--- src/rtl/pwm_from_count.sv ---
// ---------------------------------------------------------------------------
// PwmFromCount (module pwm_from_count)
//
// Turns the count from an upstream free-running up counter into a registered
// PWM waveform. A new duty is accepted through a valid/ready handshake into a
// single pending slot and only takes effect at a period boundary, so no
// period ever sees a duty change part-way through. The block also reports
// period starts, counts MAX->0 wraps (saturating) and keeps a sticky flag for
// count sequences the upstream counter should never produce.
//
// Ports:
//   clk          in   system clock, rising edge
//   rstn         in   asynchronous active-low reset
//   cnt          in   [WIDTH-1:0] upstream count, sampled every clk
//   duty_in      in   [WIDTH:0]   requested high cycles per period
//   duty_valid   in   duty_in is valid
//   duty_ready   out  pending slot is empty, a new duty can be accepted
//   err_clr      in   clears seq_err (a same-cycle new error wins)
//   pwm_out      out  registered PWM output
//   period_start out  one-cycle pulse after a wrap or restart is seen
//   wrap_count   out  [WRAPW-1:0] saturating count of MAX->0 wraps
//   seq_err      out  sticky illegal-sequence flag
// ---------------------------------------------------------------------------
module pwm_from_count #(
  parameter int WIDTH = 4,
  parameter int WRAPW = 8
) (
  input  logic             clk,
  input  logic             rstn,
  input  logic [WIDTH-1:0] cnt,
  input  logic [WIDTH:0]   duty_in,
  input  logic             duty_valid,
  output logic             duty_ready,
  input  logic             err_clr,
  output logic             pwm_out,
  output logic             period_start,
  output logic [WRAPW-1:0] wrap_count,
  output logic             seq_err
);

  localparam logic [WIDTH-1:0] CNT_MAX  = '1;
  localparam logic [WIDTH-1:0] CNT_ZERO = '0;
  localparam logic [WIDTH-1:0] CNT_ONE  = WIDTH'(1);
  localparam logic [WIDTH:0]   DUTY_MAX = {1'b1, {WIDTH{1'b0}}};
  localparam logic [WRAPW-1:0] WRAP_MAX = '1;
  localparam logic [WRAPW-1:0] WRAP_ONE = WRAPW'(1);

  logic             r_primed;
  logic [WIDTH-1:0] r_cnt_q;
  logic [WIDTH:0]   r_active;
  logic [WIDTH:0]   r_pending;
  logic             r_pend_full;
  logic             r_pwm;
  logic             r_pstart;
  logic [WRAPW-1:0] r_wrap_cnt;
  logic             r_seq_err;

  logic [WIDTH-1:0] w_cnt_inc;
  logic             w_hold;
  logic             w_advance;
  logic             w_wrap;
  logic             w_restart;
  logic             w_legal;
  logic             w_pstart;
  logic             w_err;
  logic             w_accept;
  logic [WIDTH:0]   w_duty_clamped;
  logic [WIDTH:0]   w_duty_eff;

  // Classify the step from the previous sample to the current one. A return
  // to zero from anywhere other than 0 or MAX is the upstream counter being
  // reset mid-count, which is legal and restarts the period.
  assign w_cnt_inc = r_cnt_q + CNT_ONE;
  assign w_hold    = (cnt == r_cnt_q);
  assign w_advance = (cnt == w_cnt_inc) && (r_cnt_q != CNT_MAX);
  assign w_wrap    = (r_cnt_q == CNT_MAX) && (cnt == CNT_ZERO);
  assign w_restart = (cnt == CNT_ZERO) && (r_cnt_q != CNT_ZERO) && (r_cnt_q != CNT_MAX);
  assign w_legal   = w_hold || w_advance || w_wrap || w_restart;

  // Nothing is classified until one sample has been captured after reset.
  assign w_pstart  = r_primed && (w_wrap || w_restart);
  assign w_err     = r_primed && !w_legal;

  assign duty_ready     = !r_pend_full;
  assign w_accept       = duty_valid && duty_ready;
  assign w_duty_clamped = (duty_in > DUTY_MAX) ? DUTY_MAX : duty_in;

  // The compare on a period-start clk must already use the duty that period
  // will run with, otherwise the first cycle of each period would glitch.
  assign w_duty_eff = (w_pstart && r_pend_full) ? r_pending : r_active;

  assign pwm_out      = r_pwm;
  assign period_start = r_pstart;
  assign wrap_count   = r_wrap_cnt;
  assign seq_err      = r_seq_err;

  // Sample tracking: remember the last count and note that a reference
  // sample exists so the next clk can be classified.
  always_ff @(posedge clk or negedge rstn) begin
    if (!rstn) begin
      r_primed <= 1'b0;
      r_cnt_q  <= '0;
    end else begin
      r_primed <= 1'b1;
      r_cnt_q  <= cnt;
    end
  end

  // Duty handshake and application. An accept can only happen while the
  // slot is empty, so it never collides with a period start consuming the
  // slot; an accept on a period-start clk simply waits for the next period.
  always_ff @(posedge clk or negedge rstn) begin
    if (!rstn) begin
      r_active    <= '0;
      r_pending   <= '0;
      r_pend_full <= 1'b0;
    end else if (w_accept) begin
      r_pending   <= w_duty_clamped;
      r_pend_full <= 1'b1;
    end else if (w_pstart && r_pend_full) begin
      r_active    <= r_pending;
      r_pend_full <= 1'b0;
    end
  end

  // PWM and period-start outputs are registered so they are glitch free.
  // The compare is widened by one bit so a full-period duty yields a
  // constant high level.
  always_ff @(posedge clk or negedge rstn) begin
    if (!rstn) begin
      r_pwm    <= 1'b0;
      r_pstart <= 1'b0;
    end else begin
      r_pwm    <= r_primed && ({1'b0, cnt} < w_duty_eff);
      r_pstart <= w_pstart;
    end
  end

  // Saturating wrap counter; restarts do not count as wraps.
  always_ff @(posedge clk or negedge rstn) begin
    if (!rstn) begin
      r_wrap_cnt <= '0;
    end else if (r_primed && w_wrap && (r_wrap_cnt != WRAP_MAX)) begin
      r_wrap_cnt <= r_wrap_cnt + WRAP_ONE;
    end
  end

  // Sticky error flag; a new error beats a simultaneous clear.
  always_ff @(posedge clk or negedge rstn) begin
    if (!rstn) begin
      r_seq_err <= 1'b0;
    end else if (w_err) begin
      r_seq_err <= 1'b1;
    end else if (err_clr) begin
      r_seq_err <= 1'b0;
    end
  end

endmodule

--- config.mk ---
export PLATFORM = sky130hd
export DESIGN_NAME = pwm_from_count
export DESIGN_NICKNAME = d
export VERILOG_FILES = /design/src/rtl/pwm_from_count.sv
export SDC_FILE = /design/constraint.sdc
export NUM_CORES = 1
export LEC_CHECK = 0
export BUFFER_PORTS_ARGS = -buffer_cell sky130_fd_sc_hd__buf_2
export CAP_MARGIN = 20
export CELL_PAD_IN_SITES_DETAIL_PLACEMENT = 0
export CELL_PAD_IN_SITES_GLOBAL_PLACEMENT = 1
export CORE_MARGIN = 4
export CORE_UTILIZATION = 25
export CTS_CLUSTER_DIAMETER = 80
export DETAILED_ROUTE_END_ITERATION = 6
export PLACE_DENSITY_LB_ADDON = 0.1
export SYNTH_ARGS = -nofsm -noshare
export SYNTH_HDL_FRONTEND = slang
export SYNTH_SLANG_ARGS = --single-unit
export TNS_END_PERCENT = 10
--- constraint.sdc ---
create_clock -name clk -period 2.45 [get_ports clk]
set_clock_uncertainty 0.05 [all_clocks]
set_input_delay 0.1225 -clock clk [delete_from_list [all_inputs] [get_ports clk]]
set_output_delay 0.1225 -clock clk [all_outputs]
set_load 0.005 [all_outputs]
Yosys cells after proc, flatten, opt, wreduce, memory -nomap -nowiden. Cells that the tools add are included.

Add/sub/neg operators: 2. Multipliers: 0. Div/mod/pow operators: 0. Order comparisons: 2. Equality and inequality tests: 5. Shift-type cells: 0. Mux-type cells: 6. Bitwise logic cells: 0. Reduce and logical (&&, ||, !) cells: 21.

Operators by type and width (count): logical AND 1 bit (11); 2-to-1 mux 5 bit (2); adder 8 x 1 -> 8 bit (second input constant) (1); equality test 4 bit (2); inequality test 8 bit (second input constant) (1); greater-than comparator 5 bit (second input constant) (1); less-than comparator 4 x 5 -> 1 bit (1); adder 4 x 1 -> 4 bit (second input constant) (1); equality test 4 bit (second input constant) (1); zero test 4 bit (1); logical OR 1 bit (4); 2-to-1 mux 1 bit (4); inequality test 4 bit (second input constant) (1); nonzero test 2 bit (2); nonzero test 4 bit (1); zero test 1 bit (2).

Bits in registers: 27. Bits in latches: 0. RAM bits: 0. Bits in read-only memories: 0. Bits of input ports: 13. Output and inout port bits: 12. Logic and storage cells: 45. Memories: 0.

Longest topological paths before layout.
Depth in word-level cells: 9. Depth in mapped cells: 11. Gate-level depth less buffers: 10.

Worst setup path before layout. Ideal clock, no wire load.

Path type: register to register. Start: register r_cnt_q[0]. End: register r_pwm, in the netlist pwm_out. Arrival: 2.408 ns. Path slack: -0.083 ns. Stages on the path, launching flop included: 12. Buffers on the path: 1. Path through: dfrtp_1 inv_1 ha_1 nor3b_1 or4_1 buf_6 mux2_2 inv_1 ha_1 a21o_1 a211o_1 o2bb2ai_2.

Cells in the longest elaborated chain, start to end: 9.

Ends and longest elaborated chain: start, declared (RTL line 49) `logic [WIDTH-1:0] r_cnt_q;`; start signal, assigned (RTL line 105) `r_cnt_q <= cnt;`; nonzero test 4 bit (RTL line 77) `assign w_restart = (cnt == CNT_ZERO) && (r_cnt_q != CNT_ZERO) && (r_cnt_q != CNT_MAX);`; logical AND 1 bit (2 in a row) (RTL line 77); logical OR 1 bit * (RTL line 81) `assign w_pstart = r_primed && (w_wrap || w_restart);`; logical AND 1 bit * (RTL line 81); logical AND 1 bit * (RTL line 90) `assign w_duty_eff = (w_pstart && r_pend_full) ? r_pending : r_active;`; 2-to-1 mux 5 bit *; less-than comparator 4 x 5 -> 1 bit * (RTL line 134) `r_pwm <= r_primed && ({1'b0, cnt} < w_duty_eff);`; logical AND 1 bit * (RTL line 134); end signal, assigned (RTL line 134); end, declared (RTL line 53) `logic r_pwm;`.

Mark *: on every way between the ends. The rest lies on a longest branch, timed or not. A chain may end at the register's enable or synchronous reset.

Worst setup path in the final report.
Start: register r_cnt_q[1]. End: register r_pwm, in the netlist pwm_out.

The elaborated chain is that of the path after synthesis.

==> results.toml <==
[cells_and_area]
ff_latch_area_sq_um = 675.6
final.fill_count = 550
final_area_sq_mm = 0.001754
n_antenna_cell = 0
multi_input_area_sq_um = 654.4
fin_cells = 230
drive_above_1_share_pct = 38.13
fin_util_pct = 34.35
nNetsFinal = 180
synthToLayoutAreaGrowth_pct = 33.52

[timing]
slew_headroom_pct = 58.87
max_clock_freq_ghz = 0.4116
period_share_pct = 99.17
tns_ns = 0
slew_viol_final = 0
worst_pin_slew_ns = 0.6169
setup_viol = 0
fin_ws_ns = 0.02037
fin_crit_ns = 2.430
rsz0062_at_grt = "true"
hold_viol = 0

[worst_setup_path]
reg2reg_to = "pwm_out"
r2r_setup_slack_ns = 0.02
rr_worst_depth = 10
crit_arrival_ns = 2.59
crit_path_end_kind = "flop"
critical_path_class = "reg2reg"
cp.required_ns = 2.61
cp_max_fo = 3
worst_setup_path_start_kind = "flop"
r2r_start = "r_cnt_q[1]"

[place]
portBuffers = 24
dp.cells = 221
dp_hpwl_microns = 2266
postPlaceCellArea_sq_mm = 0.001600
place_congestion = 0.7607
dpl_worst_slack_ns = -0.2023

[route]
finalWirelength_microns = 2998
vias = 1004
wl_met2_microns = 1494
post_drt_wl_per_cell_microns = 13.03
drc = 0
drt-initial-drc-count = 22
m1WireLength_microns = 1366
first_pass_iters = 3
highest_layer = "met4"
postRouteAntennaNets = 0
viasPerCell = 4.365
wl_met3_microns = 89

[logic_synthesis]
netlist_instances = 116
syn_area_sq_mm = 0.001314
yosysTopAreaCell = "dfrtp_1"
synth_edf_count = 0
ys_ff_latch = 27
syn_nets = 135
synth_top_area_share_pct = 51.43
async_flop_share_pct = 100.0
ys.flop_type = "dfrtp_1"
avgSynthCellArea_sq_um = 11.33
ys_seq_area_share_pct = 51.43
synthTopCellsByArea = "dfrtp_1, xor2_1, ha_1, mux2_2, nand2b_1"
yosysUniqueCellTypes = 32
yosys_warnings = 0

[floorplanning]
io_pins = 25
die_h_microns = 80.49
rows = 26
die-area_sq_mm = 0.006479
die_x_microns = 80.49
start_util_pct = 25.72
core_sq_mm = 0.005107

[clock_network]
cts_tree = "done"
cts_root_buffer = "clkbuf_8"
cts_sinks = 27
cts_max_path_buffers = 2
cts_max_level = 1
cts.clk_slew.worst_paths_ns = 0.09
cts_buffers = 3
worstSkewPairLatency_ns = 0.27

[grt]
grt_pass1_vias = 1136
grt_use_total_pct = 10.47
antenna_found_initial = 0
grt_max_degree = 28
grt_overflow = 0
grt_pass1_wl_microns = 5278

[status]
status = "complete, no violations"

[hold_path]
holdCritPathClass = "in2reg"
worstHoldEndpoint = "r_pend_full"
whs_path_depth = 2
hp-start = "duty_valid"

[power_and_ir_drop]
ir_drop_uv = 194.0
powerDensity_mw_per_mm2 = 556.8
power_leakage_nw = 0.8845

[flow_run]
max-cap-violations = 0
[kinds of logic after synthesis]
| logic type | after synthesis | share of synthesized area [%] |
|---|---|---|
| AO/OA/AOI/OAI | 14 | 8.000 |
| XOR/XNOR | 13 | 8.667 |
| adder cells (fa/ha/maj) | 6 | 5.714 |
| buffers and inverters | 10 | 3.428 |
| flip-flops | 27 | 51.43 |
| multiplexers | 6 | 5.428 |
| other | 1 | 0.2854 |
| AND/OR/NAND/NOR | 39 | 17.05 |
[worst max-delay path, cell delays in order (launching register included)]
cell,delay [ns]
dfrtp_1,0.35
inv_1,0.05
ha_2,0.18
nor3b_4,0.15
or4_4,0.46
mux2_4,0.33
inv_2,0.06
ha_4,0.19
a21o_1,0.16
a211o_1,0.28
o2bb2ai_2,0.11
[power by group]
part	switching (mW)	internal (mW)	leakage (nW)
clock network	0.142	0.114	0.0255
registers	0.0254	0.496	0.349
logic	0.0904	0.109	0.510
[placed cells by master (no fill, tap or decap), types with 5 or more instances in the layout]
cell type	instances
nand2b_1	6
nand2_1	8
dfrtp_1	27
nor4_1	6
inv_1	7
buf_4	14
nand3_1	5
o21ai_0	5
xor2_1	11
buf_2	24
[worst max-delay path by stage]
stage / cells past startpoint / from / end / slack [ns]
after floorplan: 11 / r_cnt_q[0] / pwm_out / -0.08
after global placement: 9 / cnt[1] / pwm_out / -0.17
after detailed placement: 9 / cnt[1] / pwm_out / -0.20
after CTS: 10 / r_cnt_q[1] / pwm_out / -0.03
after global routing: 10 / r_cnt_q[1] / pwm_out / -0.06
final: 10 / r_cnt_q[1] / pwm_out / 0.02
[area by class of cell]
cell class              count  area share, %
clock inverters             1         0.2853
clock buffers               3          2.354
multi-input cells          79          37.30
flip-flops and latches     27          38.52
well taps                  70          4.993
inverters                   9          1.926
repair buffers             41          14.62
[registers in the layout, summed over array words and instances (netlist names)]
register      count
r_pending         5
r_active          5
period_start      1
r_pend_full       1
seq_err           1
r_primed          1
pwm_out           1
wrap_count        8
r_cnt_q           4
[timing repair]
item | CTS | global route
gates resized for setup | 13 | 0
pin swaps | 6 | 1
hold endpoints to repair | 28 | 0
setup buffers | 2 | 1
hold buffers | 2 | 0
endpoints found under the setup margin | 1 | 1
[per-layer routing]
| metal | up-vias | track usage (%) |
|---|---|---|
| li1 | 492 | - |
| met1 | 494 | 12.69 |
| met2 | 13 | 18.13 |
| met3 | 5 | 2.354 |
| met4 | 0 | 3.547 |
| met5 | - | 0 |
[synth_stat cells, types with 2 or more instances]
library cell and count:
dfrtp_1 27, xor2_1 11, inv_1 9, nand2_1 8, ha_1 6, nand2b_1 6, nand3_1 6, nor4_1 6
mux2_2 5, o21ai_0 5, nor2_1 2, nor3_1 2, nor3b_1 2, nor4b_1 2, xnor2_1 2
[metrics by stage]
| step | total power, mW | hold WS [ns] |
|---|---|---|
| after floorplan | 0.6230 | -0.2231 |
| after global placement | 0.6973 | 0.1305 |
| after detailed placement | 0.6971 | 0.1436 |
| after CTS | 0.9948 | 0.009815 |
| after global routing | 1.048 | 0.02792 |
| final | 0.9768 | 0.01377 |
(Power assumes the default switching activity.)
